File: config.mk
export PLATFORM = sky130hd
export DESIGN_NAME = conv_window_ctrl
export DESIGN_NICKNAME = d
export VERILOG_FILES = /design/src/rtl/conv_window_ctrl.sv
export SDC_FILE = /design/constraint.sdc
export NUM_CORES = 1
export LEC_CHECK = 0
export ABC_CLOCK_PERIOD_IN_PS = 2800
export BUFFER_PORTS_ARGS = -buffer_cell sky130_fd_sc_hd__buf_2
export CORE_MARGIN = 2
export CORE_UTILIZATION = 40
export CTS_CLUSTER_SIZE = 20
export DETAILED_ROUTE_END_ITERATION = 6
export GPL_TIMING_DRIVEN = 1
export PLACE_DENSITY = 0.62
export SLEW_MARGIN = 20
export SYNTH_ARGS = -nofsm -noshare
export SYNTH_HDL_FRONTEND = slang
export SYNTH_SLANG_ARGS = --single-unit
File: constraint.sdc
create_clock -name clk -period 2.8 [get_ports clk]
set_input_delay 0.56 -clock clk [delete_from_list [all_inputs] [get_ports clk]]
set_output_delay 0.56 -clock clk [all_outputs]
set_load 0.02 [all_outputs]
File: src/rtl/conv_window_ctrl.sv
// conv_window_ctrl: sequences the two row_buffer line delays and the 3x3 window
// registers of the convolution front end. It tracks the raster position of the
// incoming pixel stream, issues the shared shift enable, and presents a
// registered window-valid with the window centre coordinates.
//
// Ports:
//   clk, rst              clock, synchronous active-high reset
//   in_valid/in_sop/in_eop upstream pixel beat and framing flags
//   in_ready              beat can be accepted (combinational)
//   shift_en              advance row buffers / window registers (combinational)
//   out_ready             downstream consumes the current window
//   win_valid             window registers hold a full 3x3 window
//   centre_x/centre_y     centre coordinates of that window
//   frame_done            one-cycle pulse after the last pixel of a frame
//   sync_err              one-cycle pulse on a framing violation
module conv_window_ctrl #(
  parameter  int unsigned IMAGE_WIDTH  = 640,
  parameter  int unsigned IMAGE_HEIGHT = 480,
  localparam int unsigned XW           = $clog2(IMAGE_WIDTH),
  localparam int unsigned YW           = $clog2(IMAGE_HEIGHT)
) (
  input  logic          clk,
  input  logic          rst,
  input  logic          in_valid,
  input  logic          in_sop,
  input  logic          in_eop,
  output logic          in_ready,
  output logic          shift_en,
  input  logic          out_ready,
  output logic          win_valid,
  output logic [XW-1:0] centre_x,
  output logic [YW-1:0] centre_y,
  output logic          frame_done,
  output logic          sync_err
);

  typedef enum logic {
    WAIT_SOP = 1'b0,
    ACTIVE   = 1'b1
  } state_e;

  localparam logic [XW-1:0] X_LAST = XW'(IMAGE_WIDTH - 1);
  localparam logic [YW-1:0] Y_LAST = YW'(IMAGE_HEIGHT - 1);

  state_e        state_q, state_d;
  logic [XW-1:0] x_q, x_d;
  logic [YW-1:0] y_q, y_d;
  logic          win_valid_q, win_valid_d;
  logic [XW-1:0] centre_x_q, centre_x_d;
  logic [YW-1:0] centre_y_q, centre_y_d;
  logic          frame_done_q, frame_done_d;
  logic          sync_err_q, sync_err_d;

  logic          accept;
  logic          at_origin;
  logic          at_last;
  logic          has_support;

  // Single-stage output register: a new beat may enter whenever the held
  // window is empty or is being consumed this cycle.
  assign in_ready    = !win_valid_q || out_ready;
  assign accept      = in_valid && in_ready && !rst;
  assign at_origin   = (x_q == '0) && (y_q == '0);
  assign at_last     = (x_q == X_LAST) && (y_q == Y_LAST);
  assign has_support = (x_q >= XW'(2)) && (y_q >= YW'(2));

  // Next-state, window issue and framing checks
  always_comb begin
    state_d      = state_q;
    x_d          = x_q;
    y_d          = y_q;
    win_valid_d  = win_valid_q && !out_ready;
    centre_x_d   = centre_x_q;
    centre_y_d   = centre_y_q;
    frame_done_d = 1'b0;
    sync_err_d   = 1'b0;
    shift_en     = 1'b0;

    unique case (state_q)
      WAIT_SOP: begin
        // Beats before a start-of-frame are dropped silently.
        if (accept && in_sop) begin
          shift_en = 1'b1;
          x_d      = XW'(1);
          y_d      = '0;
          state_d  = ACTIVE;
        end
      end

      ACTIVE: begin
        if (accept) begin
          shift_en = 1'b1;
          if (in_sop && !at_origin) begin
            // Restart: this beat becomes pixel (0,0) of a new frame.
            sync_err_d = 1'b1;
            x_d        = XW'(1);
            y_d        = '0;
          end else begin
            if (has_support) begin
              win_valid_d = 1'b1;
              centre_x_d  = x_q - XW'(1);
              centre_y_d  = y_q - YW'(1);
            end
            if (at_last) begin
              frame_done_d = 1'b1;
              sync_err_d   = !in_eop;
              x_d          = '0;
              y_d          = '0;
              state_d      = WAIT_SOP;
            end else if (in_eop) begin
              sync_err_d = 1'b1;
              x_d        = '0;
              y_d        = '0;
              state_d    = WAIT_SOP;
            end else if (x_q == X_LAST) begin
              x_d = '0;
              y_d = y_q + YW'(1);
            end else begin
              x_d = x_q + XW'(1);
            end
          end
        end
      end

      default: state_d = WAIT_SOP;
    endcase
  end

  // State and output registers
  always_ff @(posedge clk) begin
    if (rst) begin
      state_q      <= WAIT_SOP;
      x_q          <= '0;
      y_q          <= '0;
      win_valid_q  <= 1'b0;
      centre_x_q   <= '0;
      centre_y_q   <= '0;
      frame_done_q <= 1'b0;
      sync_err_q   <= 1'b0;
    end else begin
      state_q      <= state_d;
      x_q          <= x_d;
      y_q          <= y_d;
      win_valid_q  <= win_valid_d;
      centre_x_q   <= centre_x_d;
      centre_y_q   <= centre_y_d;
      frame_done_q <= frame_done_d;
      sync_err_q   <= sync_err_d;
    end
  end

  assign win_valid  = win_valid_q;
  assign centre_x   = centre_x_q;
  assign centre_y   = centre_y_q;
  assign frame_done = frame_done_q;
  assign sync_err   = sync_err_q;

endmodule

Word-level counts from Yosys, hierarchy flattened
Index checks and enable logic that the tools add are counted.
- memories: 0
- memory bits (writable): 0
- register bits: 42
- latch bits: 0
- ROM bits: 0
- logic and storage cells: 73
- divide/modulo/power cells: 0
- shift-type cells: 0
- reductions and logical operators: 21
- muxes and demuxes: 30
- bitwise operators: 3
- equal/unequal tests: 5
- add/subtract/negate cells: 4
- $mul: 0
- $lt $le $gt $ge: 2
- operators with widths (kind ; number):
    two-way mux 10 bit ; 6
    two-way mux 9 bit ; 6
    one-hot mux 10 bit (2 select lines) ; 1
    one-hot mux 9 bit (2 select lines) ; 1
    two-way mux 1 bit ; 14
    adder 10 x 1 -> 10 bit, second input constant ; 1
    == test 10 bit, second input constant ; 1
    greater-or-equal comparator 10 x 2 -> 1 bit, second input constant ; 1
    zero test 10 bit ; 1
    subtractor 10 x 1 -> 10 bit, second input constant ; 1
    adder 9 x 1 -> 9 bit, second input constant ; 1
    == test 9 bit, second input constant ; 1
    greater-or-equal comparator 9 x 2 -> 1 bit, second input constant ; 1
    zero test 9 bit ; 1
    subtractor 9 x 1 -> 9 bit, second input constant ; 1
    logical AND 1 bit ; 8
    zero test 1 bit ; 5
    inequality test 5 x 2 -> 1 bit, second input constant ; 1
    one-hot mux 1 bit (2 select lines) ; 2
    AND reduction 4 bit ; 1
    OR reduction 4 bit ; 1
    inverter 1 bit ; 3
    AND reduction 3 bit ; 1
    OR reduction 3 bit ; 1
    4 further kinds ; 4

Depth between registers and ports, before layout
- word-level depth: 7
- gate-level depth with buffers: 9
- depth with buffers taken out: 7

Worst setup path before layout
No wires, ideal clock.
- path type: input port to output port
- from: input port rst
- to: output port shift_en
- required time: 2240 ps
- data arrival time: 1923 ps
- path buffers: 3
- slack: 317 ps
- cell stages on the path: 6
- path through: clkbuf_1 > nand2b_1 > or3_1 > clkbuf_1 > inv_1 > buf_1
- cells in the longest elaborated chain, start to end: 5
- RTL lines (item ; RTL line ; source):
    start, declared ; 23 ; input logic rst,
    zero test 1 bit * ; 62 ; assign accept = in_valid && in_ready && !rst;
    logical AND 1 bit * ; 62 ;
    logical AND 1 bit ; 82 ; if (accept && in_sop) begin
    two-way mux 1 bit ; 82 ;
    one-hot mux 1 bit (2 select lines) * ; 79 ; unique case (state_q)
    end, declared ; 28 ; output logic shift_en,
Mark *: on every way between the ends. The rest lies on a longest branch, timed or not.

Final worst setup path
- from: register x_q[2]
- to: register y_q[4]
- cells in the longest elaborated chain, start to end: 7
- RTL lines (item ; RTL line ; source):
    start, declared ; 46 ; logic [XW-1:0] x_q, x_d;
    start signal, assigned ; 133 ; x_q <= '0;
    start signal, assigned ; 142 ; x_q <= x_d;
    zero test 10 bit ; 63 ; assign at_origin = (x_q == '0) && (y_q == '0);
    logical AND 1 bit ; 63 ;
    zero test 1 bit ; 93 ; if (in_sop && !at_origin) begin
    logical AND 1 bit ; 93 ;
    two-way mux 9 bit ; 93 ;
    two-way mux 9 bit ; 91 ; if (accept) begin
    one-hot mux 9 bit (2 select lines) ; 79 ;
    end signal, assigned ; 143 ; y_q <= y_d;
    end, declared ; 47 ; logic [YW-1:0] y_q, y_d;
Several ways; a longest one is shown, not always the timed one. The select of a mux whose other input is x is not followed.
A chain may end at the register's enable or synchronous reset.

==> metrics.md <==
| Metric | Value |
|---|---|
| Status | `finished clean` |
| CTS tree | `built` |
| Vias in the first global route | `slightly above 2000` |
| Most frequent cell after synthesis | `dfxtp_1` |
| Slew HR | `0.600` |
| Post-CTS Hold Fix Bufs | `0` |
| Critical Path Slowest Stage Cell | `or4_4` |
| Via density | `about 5.8` |
| Synth area leader | `dfxtp_1` |
| Final Hold Viols | `0` |
| Area growth syn-to-layout | `12.2%` |
| Yosys warns | `0` |
| Fmax | `407 MHz` |
| Clk_lat worst skew | `approximately 0.3 ns` |
| Critical path type | `reg -> reg` |
| Antenna violation net count after detailed routing | `0` |
| # DRC | `0` |
| Worst Hold Class | `reg -> reg` |
| Max_cap viols | `0` |
| Worst Tran Pin Value | `about 0.60 ns` |
| Fillers | `a little under 600` |
| Setup tns final | `0 ns` |
| Required time of the critical path | `between 3 and 4 ns` |
| Largest net degree at the start of global routing | `27` |
| Die Height | `between 80 and 90 microns` |
| CTS resizes | `0` |
| Clock Path Buffers | `2` |
| Final min period | `between 2 and 2.5 ns` |
| Ports | `30` |
| Critical path's largest stage delay | `roughly 0.6 ns` |
| Sequential cell area fraction in the yosys report | `0.343` |
| Largest cells by area after synthesis | `dfxtp_1 34%, o311ai_0 5.0%, xnor2_1 5.0%` |
| CP arrival | `2.66 ns` |
| Post-synthesis cell count | `roughly 280` |
| ANT cells | `0` |
| Initial antenna violation count | `0` |
| Period utilization | `0.877` |
| RSZ-0062 raised after global routing | `false` |
| Clock sinks | `42` |
| Slew Limit Fails | `0` |
| Layout Nets | `322` |
| Power per cell area | `423 nW/um^2` |
| Post-synth ARST share | `0` |
| Starting DRT DRC Count | `between 100 and 150` |
| 1st-pass router iterations | `4` |
| Crit path cell chain | `or4_4 > nor4b_4 > a41o_2 > a21oi_2 > a311oi_1` |
| Final setup fails | `0` |
| Post-synthesis cell area | `between 2000 and 2500 sq um` |
| H-tree depth | `2` |
| Root Driver | `clkbuf_8` |
| Worst hold margin | `just under 0.5 ns` |
| Critical Path Sink Type | `flop` |
| Port Buffer Count | `29` |
| DP HPWL | `approximately 4400 microns` |
| Post-CTS setup buffers | `0` |
| Mapped Nets | `approximately 300` |
| Ys flop type | `dfxtp_1` |
| Core box area | `slightly below 6000 sq um` |
| Critical-path maximum fanout | `21` |
| Post-synth EDFFs | `0` |
| Commonest cells post-synth | `42 x dfxtp_1, 20 x nand3_1, 18 x o21ai_0, 15 x clkbuf_1, 15 x nor2_1` |
| Std cell rows | `28` |
| Fraction of layout cells with a size suffix above 1 | `0.195` |
| GRT overflow | `0` |
| Max VDD drop | `about 0.26 mV` |
| Mean Syn Cell Area | `8.62 sq um` |
| Static Leakage | `1.06 nW` |
| Total number of vias | `about 2200` |
| CTS Buf Count | `5` |
| CTS clk-pin slew, worst paths | `0.08 ns` |
| Avg WL per Cell | `roughly 16 microns` |
| Cell family with most CP delay | `simple AND/OR/NAND/NOR gates` |
| Initial Util | `0.414` |
| Top-area cell type share of the netlist area | `0.343` |
| Worst Setup Start Kind | `flop` |
| Register bit total from synthesis | `42` |
| GP Congestion | `0.853` |
| Distinct cells, synth | `between 50 and 60` |
| Fin util | `0.464` |
| First-pass GRT wire length | `between 10000 and 15000 microns` |
| Die width | `82.2 microns` |
| Worst Skew | `roughly 0.0053 ns` |
| All-Layer GR Usage | `0.198` |
| Final WL | `6120 microns` |
| Crit path buffers/inverters | `0` |
| Die footprint | `just under 7000 sq um` |
[layout by cell type, fill, tap and decap left out, types with 2 or more instances in the layout]
master,netlist,final
inv_1,12,12
ha_1,9,9
a21oi_2,2,2
a31o_2,2,2
nor3b_1,4,4
nand2_1,14,14
a311oi_1,4,4
clkbuf_8,0,5
xor2_1,7,7
dfxtp_1,42,42
a31oi_1,5,5
nor3_1,14,14
a21oi_1,4,4
and2_1,2,2
o21ai_0,18,18
and4_1,3,3
nor2_1,15,15
o311ai_0,14,14
o31ai_1,3,3
nand4_1,9,9
buf_4,3,13
a41oi_1,2,2
clkinv_2,0,2
nor4_1,5,5
xnor2_1,14,14
mux2i_1,2,2
nand3_1,20,20
buf_2,3,29
a211oi_1,7,7
a2111o_1,5,5
[where the power goes]
| part | total, W | internal [W] | switching, W |
|---|---|---|---|
| Clock | 0.000478 | 0.000263 | 0.000216 |
| Combinational | 0.0000804 | 0.0000255 | 0.0000549 |
| Sequential | 0.000603 | 0.000599 | 0.00000400 |
[worst paths after layout]
kind,startpoint,end,slack [ns],cells after the start
max,x_q[2],y_q[4],0.34,5
min,centre_y[0],centre_y[0],0.49,1
max reg2reg,x_q[2],y_q[4],0.34,5
min reg2reg,centre_y[0],centre_y[0],0.49,1
[through the flow]
step / cells / instance area [sq um] / power, W / setup WS (ns)
global route: 383 / 2750 / 0.00121 / 0.185
CTS: 383 / 2750 / 0.00118 / 0.342
global placement: 375 / 2640 / 0.000697 / 0.446
detailed placement: 375 / 2640 / 0.000697 / 0.358
floorplan: 284 / 2450 / 0.000677 / 0.317
finish: 383 / 2750 / 0.00116 / 0.344
[routing by layer]
metal / vias to the layer above / track usage / part of all wire
li1: 1108 / - / -
met1: 1048 / 0.287 / 0.49
met2: 56 / 0.288 / 0.45
met3: 8 / 0.0391 / 0.043
met4: 0 / 0.0717 / 0.016
met5: - / 0 / 0
[state kept, by name (all words and copies together), names as in the netlist]
register    count
centre_x       10
centre_y        9
frame_done      1
state_q         1
sync_err        1
win_valid       1
x_q            10
y_q             9
[kinds of logic (layout without fill, tap and decap cells)]
logic type,count (synthesis),after routing,share of synthesized area
AO/OA/AOI/OAI,75,75,0.227
adder cells (fa/ha/maj),9,9,0.0460
multiplexers,2,2,0.00818
buffers and inverters,38,62,0.0787
XOR/XNOR,21,21,0.0751
AND/OR/NAND/NOR,97,97,0.221
flip-flops,42,42,0.343
[cell type report]
| type | count | area [sq um] | area share |
|---|---|---|---|
| clock buffers | 5 | 68.8 | 0.0251 |
| clock inverters | 3 | 40.0 | 0.0146 |
| inverters | 12 | 45.0 | 0.0164 |
| multi-input cells | 204 | 1420 | 0.515 |
| flip-flops and latches | 42 | 841 | 0.306 |
| well taps | 75 | 93.8 | 0.0342 |
| repair buffers | 42 | 243 | 0.0884 |
Note: power is estimated with default switching activity, not from simulation.
